### src/rtl/microwave_pkg.sv
// Shared types and helpers for the microwave timer front end.
package microwave_pkg;

    typedef enum logic [1:0] {
        IDLE    = 2'd0,
        PRESS   = 2'd1,
        RELEASE = 2'd2,
        LOAD    = 2'd3
    } state_t;

    typedef logic [3:0] bcd_t;

    typedef struct packed {
        logic valid;
        bcd_t digit;
    } key_dec_t;

    // Largest legal tens-of-seconds digit in an mm:ss entry.
    localparam bcd_t MAX_SEC_TENS = 4'd5;

    // Decode a one-hot digit key vector; valid is low for any other pattern.
    function automatic key_dec_t onehot10_to_bcd(input logic [9:0] key);
        key_dec_t r;
        r.valid = 1'b1;
        r.digit = 4'd0;
        case (key)
            10'b00_0000_0001: r.digit = 4'd0;
            10'b00_0000_0010: r.digit = 4'd1;
            10'b00_0000_0100: r.digit = 4'd2;
            10'b00_0000_1000: r.digit = 4'd3;
            10'b00_0001_0000: r.digit = 4'd4;
            10'b00_0010_0000: r.digit = 4'd5;
            10'b00_0100_0000: r.digit = 4'd6;
            10'b00_1000_0000: r.digit = 4'd7;
            10'b01_0000_0000: r.digit = 4'd8;
            10'b10_0000_0000: r.digit = 4'd9;
            default: begin
                r.valid = 1'b0;
                r.digit = 4'd0;
            end
        endcase
        return r;
    endfunction

endpackage

### src/rtl/key_debounce.sv
// Stability counter for the digit keys. Counts consecutive edges of an
// unchanged one-hot pattern while pressing, and consecutive all-zero edges
// while releasing. Pulses are combinational on the edge that completes a run.
module key_debounce
    import microwave_pkg::*;
#(
    parameter int unsigned DEBOUNCE = 4
) (
    input  logic       clk,
    input  logic       clr,
    input  logic [9:0] key,
    input  logic       key_valid,
    input  state_t     fsm_state,
    input  logic       flush,
    output logic       press_ok,
    output logic       release_ok
);

    localparam logic [7:0] DB = 8'(DEBOUNCE);

    logic [7:0] cnt_r;
    logic [9:0] last_r;
    logic [7:0] run_s;

    // Length of the current stable run including this edge.
    always_comb begin
        run_s      = 8'd0;
        press_ok   = 1'b0;
        release_ok = 1'b0;
        case (fsm_state)
            IDLE: begin
                if (key_valid) run_s = 8'd1;
                else           run_s = 8'd0;
            end
            PRESS: begin
                if (key_valid && (key == last_r)) run_s = cnt_r + 8'd1;
                else if (key_valid)               run_s = 8'd1;
                else                              run_s = 8'd0;
            end
            RELEASE: begin
                if (key == 10'd0) run_s = cnt_r + 8'd1;
                else              run_s = 8'd0;
            end
            default: run_s = 8'd0;
        endcase
        press_ok   = ((fsm_state == IDLE) || (fsm_state == PRESS)) && key_valid && (run_s == DB);
        release_ok = (fsm_state == RELEASE) && (key == 10'd0) && (run_s == DB);
    end

    // Run counter and previous key pattern; a completed run starts over at 0.
    always_ff @(posedge clk) begin
        if (clr) begin
            cnt_r  <= 8'd0;
            last_r <= 10'd0;
        end else begin
            last_r <= key;
            if (flush || press_ok || release_ok) cnt_r <= 8'd0;
            else                                 cnt_r <= run_s;
        end
    end

endmodule

### src/rtl/keypad_entry.sv
// Microwave time entry: debounced digit keys shift into an mm:ss BCD
// register; an accepted start pulses loadn low for one cycle.
module keypad_entry
    import microwave_pkg::*;
#(
    parameter int unsigned DEBOUNCE = 4
) (
    input  logic       clk,
    input  logic       clr,
    input  logic [9:0] key,
    input  logic       start,
    input  logic       cancel,
    input  logic       running,
    output logic [3:0] sec_ones,
    output logic [3:0] sec_tens,
    output logic [3:0] min_ones,
    output logic [3:0] min_tens,
    output logic       loadn,
    output logic       err
);

    state_t   state_r, state_nxt_s;
    bcd_t     d0_r, d1_r, d2_r, d3_r;
    logic     start_d_r, loadn_r, err_r;
    key_dec_t dec_s;
    logic     start_rise_s, start_good_s;
    logic     shift_s, clear_s, err_s, flush_s;
    logic     press_ok_s, release_ok_s;

    key_debounce #(.DEBOUNCE(DEBOUNCE)) u_debounce (
        .clk        (clk),
        .clr        (clr),
        .key        (key),
        .key_valid  (dec_s.valid),
        .fsm_state  (state_r),
        .flush      (flush_s),
        .press_ok   (press_ok_s),
        .release_ok (release_ok_s)
    );

    // Next state and per-edge actions; priority cancel > running > start > key.
    always_comb begin
        dec_s        = onehot10_to_bcd(key);
        start_rise_s = start & ~start_d_r;
        start_good_s = (|{d3_r, d2_r, d1_r, d0_r}) && (d1_r <= MAX_SEC_TENS);
        state_nxt_s  = state_r;
        shift_s      = 1'b0;
        clear_s      = 1'b0;
        err_s        = 1'b0;
        flush_s      = 1'b0;
        case (state_r)
            LOAD: begin
                state_nxt_s = IDLE;
                clear_s     = 1'b1;
            end
            IDLE, PRESS, RELEASE: begin
                if (cancel) begin
                    clear_s     = 1'b1;
                    flush_s     = 1'b1;
                    state_nxt_s = running ? IDLE : RELEASE;
                end else if (running) begin
                    flush_s     = 1'b1;
                    state_nxt_s = IDLE;
                end else if ((state_r == IDLE) && start_rise_s) begin
                    flush_s = 1'b1;
                    if (start_good_s) state_nxt_s = LOAD;
                    else              err_s       = 1'b1;
                end else if (press_ok_s) begin
                    shift_s     = 1'b1;
                    state_nxt_s = RELEASE;
                end else if (release_ok_s) begin
                    state_nxt_s = IDLE;
                end else if (state_r == RELEASE) begin
                    state_nxt_s = RELEASE;
                end else begin
                    state_nxt_s = dec_s.valid ? PRESS : IDLE;
                end
            end
            default: state_nxt_s = IDLE;
        endcase
    end

    // State, digit shift register and registered strobes.
    always_ff @(posedge clk) begin
        if (clr) begin
            state_r   <= IDLE;
            d0_r      <= 4'd0;
            d1_r      <= 4'd0;
            d2_r      <= 4'd0;
            d3_r      <= 4'd0;
            start_d_r <= 1'b0;
            loadn_r   <= 1'b1;
            err_r     <= 1'b0;
        end else begin
            state_r   <= state_nxt_s;
            start_d_r <= start;
            loadn_r   <= (state_nxt_s != LOAD);
            err_r     <= err_s;
            if (clear_s) begin
                d0_r <= 4'd0;
                d1_r <= 4'd0;
                d2_r <= 4'd0;
                d3_r <= 4'd0;
            end else if (shift_s) begin
                d3_r <= d2_r;
                d2_r <= d1_r;
                d1_r <= d0_r;
                d0_r <= dec_s.digit;
            end else begin
                d0_r <= d0_r;
                d1_r <= d1_r;
                d2_r <= d2_r;
                d3_r <= d3_r;
            end
        end
    end

    assign sec_ones = d0_r;
    assign sec_tens = d1_r;
    assign min_ones = d2_r;
    assign min_tens = d3_r;
    assign loadn    = loadn_r;
    assign err      = err_r;

endmodule

### config.mk
export PLATFORM = sky130hd
export DESIGN_NAME = keypad_entry
export DESIGN_NICKNAME = d
export VERILOG_FILES = /design/src/rtl/microwave_pkg.sv /design/src/rtl/key_debounce.sv /design/src/rtl/keypad_entry.sv
export SDC_FILE = /design/constraint.sdc
export NUM_CORES = 1
export LEC_CHECK = 0
export BUFFER_PORTS_ARGS = -buffer_cell sky130_fd_sc_hd__buf_4
export CAP_MARGIN = 20
export CORE_MARGIN = 2
export CORE_UTILIZATION = 39
export CTS_CLUSTER_DIAMETER = 80
export DETAILED_ROUTE_END_ITERATION = 6
export GPL_TIMING_DRIVEN = 0
export SLEW_MARGIN = 20
export SYNTH_ARGS = -nofsm -noshare
export SYNTH_HDL_FRONTEND = slang
export SYNTH_SLANG_ARGS = --single-unit
### constraint.sdc
create_clock -name clk -period 2.05 [get_ports clk]
set_clock_uncertainty 0.1 [all_clocks]
set_input_delay 0.1025 -clock clk [delete_from_list [all_inputs] [get_ports clk]]
set_output_delay 0.1025 -clock clk [all_outputs]
set_load 0.005 [all_outputs]
==> results.cfg, run 1 <==
[run_status]
status = finished, violations left
violations = negative setup slack

[route]
wirelength_um = 4420
avgViaCountPerCell = 5.01
dr.pass1.iters = 4
drc = 0
drtIter0Drc = 51
num_vias = 1712
postRouteAntennaNets = 0
routedWlPerCell_um = 12.9

[cts]
htree_levels = 2
cts.path.max_buffers = 2
cts_tree = built
clkSinkCount = 39
cts_buffers = 5
clk_pin_slew_ps = 70
clockRootBuffer = clkbuf_8
clk_latency_ps = 290

[placement]
port_buffers = 26
place_area_um2 = 2320
gp_congestion = 0.826
place_ws_ps = -195
dp_hpwl_um = 3240

[sta]
tns_ps = -1060
hold_viol = 0
fin_ws_ps = -70.2
slew_headroom_pct = 65.0
final_max_slew_viol_count = 0
rsz0062_at_grt = yes
finalCriticalPeriod_ps = 2120
max_freq_mhz = 472
setup_viol = 16
tightest_slew_ps = 525
period_share_pct = 103

[worst_setup_path]
crit_path_start_kind = register
crit_fanout = 5
reg2reg_depth = 8
end_kind = register
reg2reg_from = u_debounce.cnt_r[0]
r2r-end = min_ones[3]
crit_arrival_ps = 2200
cp.required_ps = 2130
r2r_slack_ps = -70
worstSetupPathType = reg -> reg

[synthesis]
synth-adder-area-share_pct = 0.621
synth_edf_count = 0
netlist_area_um2 = 2020
synthArstFlopShare_pct = 0
ys_ff_latch = 39
seq_area_frac_synth_pct = 38.7
ys_warn_count = 0
synth_xor_area_share_pct = 9.06
synth_most_common_cell = dfxtp_1
synth_area_per_cell_um2 = 8.88
synthMuxAreaShare_pct = 7.95
synth_fp_nets = 243
synth_top_cells_by_count = dfxtp_1, nand2_1, mux2i_1, nor2b_1, xnor2_1
synth.distinct_cells = 46
yosys.area.top_type_share_pct = 38.7
ys.flop_type = dfxtp_1
synth-compound-area-share_pct = 9.93
yosys-top-cells-area = dfxtp_1, mux2i_1, xnor2_1
yosysTopAreaCell = dfxtp_1
synth_top_family_by_area = simple AND/OR/NAND/NOR gates
synthSimpleGateAreaFrac_pct = 28.6
synthCells = 227

[cells_and_area]
final.fill_count = 502
final_area_um2 = 2610
register_area_um2 = 790
layout.nets = 289
finish.utilization_pct = 51.8
drive_gt1_share_pct = 27.2
multi_input_area_um2 = 1220
diodes = 0
area_growth_pct = 29.7

[die]
start_util_pct = 40.0
die_x_um = 75.9
fp.coreArea_um2 = 5040
io_pins = 33
fp.dieH_um = 75.9
fp.dieArea_um2 = 5760
num_rows = 26

[power]
power_density_nw_per_um2 = 540
irDropWorstVdd_mv = 0.272
p_leak_nw = 1.05
power_mw = 1.41

[hold_path]
holdPathEnd = u_debounce.last_r[9]
whs_path_depth = 2
hp-start = key[9]
worstHoldPathType = in -> reg

[flow_run]
drv_cap = 0

[grt]
grt_max_degree = 11
grt-ovfl-total = 0
antenna_found_initial = 0
grt_pass1_vias = 1576
grt_pass1_wl_um = 7350
track_usage_pct = 17.0
## timing repair
action                                 in CTS  in global routing
gates cloned                                1                  0
pin swaps                                   1                  1
endpoints found under the hold margin       6                  0
gates resized for setup                     6                 14
setup endpoints to repair                  19                 24
buffers inserted                            5                  1
hold buffers                                7                  0
## worst max-delay path, stage by stage (launching register included)
cell	delay, ps
dfxtp_4	370
ha_4	240
nor3b_2	170
nand3_2	110
nor4_4	170
nand3_2	140
or3_4	430
buf_12	170
mux2i_1	110
## placed cells by master (no fill, tap or decap), types with 2 or more instances in the layout
| master | instances |
|---|---|
| mux2i_1 | 16 |
| o21ai_1 | 2 |
| a21oi_1 | 2 |
| nor2_1 | 12 |
| xnor2_2 | 2 |
| dfxtp_1 | 34 |
| buf_12 | 2 |
| nand2_1 | 29 |
| clkbuf_2 | 2 |
| nor3_1 | 10 |
| xor2_2 | 2 |
| nor4_1 | 7 |
| nor4b_1 | 2 |
| dfxtp_2 | 4 |
| dlygate4sd3_1 | 7 |
| xor2_1 | 5 |
| buf_2 | 6 |
| or3_1 | 2 |
| clkbuf_1 | 3 |
| a221oi_1 | 3 |
| clkbuf_8 | 5 |
| nand4_1 | 7 |
| nor2b_1 | 16 |
| nand3_1 | 8 |
| buf_4 | 32 |
| o21ai_0 | 5 |
| xnor2_1 | 11 |
| nand3_2 | 3 |
| and2_1 | 3 |
| inv_1 | 2 |
## per-layer routing
metal	track usage, %	up-vias	wire, um	part of all wire (%)
met5	0	-	0	0
met4	5.85	0	68	1.5
met3	4.37	5	159	3.6
met2	25.8	37	2040	46
met1	23.3	779	2160	49
li1	-	891	-	-
## cell families after synthesis
| logic type | count (synthesis) |
|---|---|
| fa+ha+maj | 1 |
| xor+xnor | 20 |
| compound gates | 26 |
| buf+inv | 16 |
| flops | 39 |
| mux | 16 |
| simple gates | 109 |
## worst max path at each step
stage | to | from | slack (ps)
global placement | u_debounce.cnt_r[5] | key[1] | -210
detailed placement | min_ones[3] | u_debounce.cnt_r[1] | -200
floorplan | sec_ones[0] | u_debounce.cnt_r[1] | 5
global route | sec_ones[0] | u_debounce.cnt_r[0] | -220
finish | min_ones[3] | u_debounce.cnt_r[0] | -70
CTS | sec_tens[0] | u_debounce.cnt_r[0] | -130
## metrics by stage
step | hold slack, ps | instances
after floorplan | 74.1 | 227
after global placement | 213 | 323
after detailed placement | 216 | 323
after CTS | 34.0 | 342
after global routing | 41.8 | 342
final | 33.8 | 342
## area by class of cell
type	count	area share, %
multi-input cells	172	46.7
flip-flops and latches	39	30.2
repair buffers	40	13.4
well taps	70	3.35
plain buffers	13	3.30
clock buffers	6	2.78
inverters	2	0.287
## report_power, final
| part | total (mW) | switching, mW | internal [mW] | leakage, nW |
|---|---|---|---|---|
| registers | 0.777 | 0.00659 | 0.770 | 0.320 |
| logic | 0.165 | 0.0906 | 0.0743 | 0.692 |
| clock network | 0.470 | 0.244 | 0.227 | 0.0371 |
| total | 1.41 | 0.341 | 1.07 | 1.05 |
## sequential cells by signal (all words and copies together) (netlist names)
name               cells
u_debounce.last_r     10
u_debounce.cnt_r       8
min_ones               4
min_tens               4
sec_ones               4
sec_tens               4
state_r                2
err                    1
loadn                  1
start_d_r              1
Note: power is estimated with default switching activity, not from simulation.
==> run 2, diff against run 1 <==
Settings changed: MAX_ROUTING_LAYER from default to met4.
==> run 2 against run 1 <==
Net effect: the run still ends with negative setup slack left; fmax about the same; combinational power about the same; sequential share of layout area unchanged; clock power about the same; sequential power about the same; global-route usage increased by 0.40 points; hold slack improved by 2.9 ps; non-clock buffer count unchanged; first-iteration DRC count increased by 3.9%; critical path depth unchanged; count of clock-buffer cells in the layout unchanged; largest power group unchanged; highest routed layer unchanged.
==> results.cfg, run 2 (synthesized netlist as in run 1, its figures left out) <==
[run_status]
status = finished, violations left
violations = negative setup slack

[cells_and_area]
largest_register = u_debounce.last_r
diodes = 0
largest_reg_flops = 10
drive_gt1_share_pct = 27.2
reg_top3 = u_debounce.last_r x10, u_debounce.cnt_r x8
layout_common_cells = dfxtp_1, buf_4, nand2_1
final_common_cell = dfxtp_1
layout.nets = 289
area_growth_pct = 29.7
final.fill_count = 502

[route]
drc = 0
dr.pass1.iters = 4
drtIter0Drc = 53
avgViaCountPerCell = 5.01
routedWlPerCell_um = 12.9
wirelength_um = 4420
postRouteAntennaNets = 0
num_vias = 1715

[worst_setup_path]
crit_arrival_ps = 2200
reg2reg_from = u_debounce.cnt_r[0]
end_kind = register
reg2reg_depth = 8
crit_path_start_kind = register
crit_slowest_cell = or3_4
crit_chain = ha_4 > nor3b_2 > nand3_2 > nor4_4 > nand3_2 > or3_4 > buf_12 > mux2i_1
cp.required_ps = 2130
r2r_slack_ps = -70
r2r-end = min_ones[3]
crit_top_cell = nand3_2
worstSetupPathType = reg -> reg
crit_fanout = 5
slowest_delay_ps = 430

[grt]
grt-ovfl-total = 0
grt_pass1_vias = 1578
antenna_found_initial = 0
track_usage_pct = 17.4
grt_pass1_wl_um = 7330
grt_max_degree = 11

[die]
fp.dieArea_um2 = 5760
fp.coreArea_um2 = 5040
start_util_pct = 40.0
io_pins = 33
num_rows = 26
die_x_um = 75.9
fp.dieH_um = 75.9

[cts]
clk_latency_ps = 290
clockRootBuffer = clkbuf_8
clkSinkCount = 39
cts_tree = built
cts_buffers = 5
cts.path.max_buffers = 2
clk_pin_slew_ps = 70
htree_levels = 2

[power]
power_density_nw_per_um2 = 540
p_leak_nw = 1.05
swShare_pct = 24.2
seq_power_share_pct = 55.0
power_mw = 1.41
p_int_mw = 1.07
power.share.clock_pct = 33.3
irDropWorstVdd_mv = 0.271
combPwrFrac_pct = 11.7
power_switching_mw = 0.341

[placement]
port_buffers = 26
dp_hpwl_um = 3240
gp_congestion = 0.838

[hold_path]
worstHoldPathType = in -> reg
hp-start = key[9]
holdPathEnd = u_debounce.last_r[9]
whs_path_depth = 2

[sta]
setup_viol = 16
period_share_pct = 103
rsz0062_at_grt = yes
slew_headroom_pct = 65.0
final_max_slew_viol_count = 0
fin_ws_ps = -70.7
hold_viol = 0
whs_ps = 36.7
finalCriticalPeriod_ps = 2120
tightest_slew_ps = 524
max_freq_mhz = 472

[flow_run]
drv_cap = 0
==> run 2: cell counts in the layout (fill, tap and decap cells not counted) <==
No cell type changed its count.
==> run 2: worst max path at each step <==
stage | startpoint | to | slack [ps] | cells past startpoint
finish | u_debounce.cnt_r[0] | min_ones[3] | -70 | 8
global route | u_debounce.cnt_r[0] | sec_ones[0] | -220 | 8
floorplan | u_debounce.cnt_r[1] | sec_ones[0] | 5 | 9
detailed placement | u_debounce.cnt_r[1] | min_ones[3] | -200 | 9
global placement | key[1] | u_debounce.cnt_r[5] | -210 | 7
CTS | u_debounce.cnt_r[0] | sec_tens[0] | -130 | 9
==> run 2: through the flow <==
stage	worst slack, ps	std cells	setup TNS [ps]	util [%]	instance area [um2]
after floorplan	5.04	227	0	-	2040
after global placement	-212	323	-2680	46.0	2320
after detailed placement	-195	323	-2810	46.0	2320
after CTS	-130	342	-1990	50.6	2550
after global routing	-216	342	-3030	51.8	2610
final	-70.7	342	-1070	51.8	2610
==> run 2: critical path, delay by kind of cell (launching register included) <==
kind / cells / cell delay (ps)
and+or+nand+nor: 5 / 1020
DFF: 1 / 370
adders and majority gates: 1 / 240
buffers and inverters: 1 / 170
muxes: 1 / 110
==> run 2: area by class of cell <==
cell class	instances	area, um2	area share [%]
inverter	2	7.51	0.287
tap	70	87.6	3.35
sequential	39	790	30.2
timing repair buffer	40	350	13.4
clock buffer	6	72.6	2.78
buffer	13	86.3	3.30
multi-input combinational	172	1220	46.7
==> run 2: routing by layer <==
| metal | wire length (um) | track usage, % | vias up |
|---|---|---|---|
| li1 | - | - | 891 |
| met1 | 2160 | 23.2 | 781 |
| met2 | 2040 | 25.9 | 37 |
| met3 | 157 | 3.97 | 6 |
| met4 | 70 | 5.85 | 0 |
| met5 | 0 | - | - |
==> run 2: what timing repair did <==
action,4_1_cts,5_1_grt
pin swaps,1,1
setup buffers,5,1
gates resized for setup,6,14
hold buffers,7,0
hold endpoints to repair,6,0
cloned,1,0
endpoints found under the setup margin,19,24
==> run 2: power by group through the flow <==
| stage | Clock [mW] | Combinational [mW] | Sequential (mW) |
|---|---|---|---|
| after floorplan | 0 | 0.104 | 0.793 |
| after global placement | 0 | 0.148 | 0.794 |
| after detailed placement | 0 | 0.149 | 0.794 |
| after CTS | 0.491 | 0.160 | 0.775 |
| after global routing | 0.523 | 0.185 | 0.777 |
| final | 0.470 | 0.165 | 0.777 |
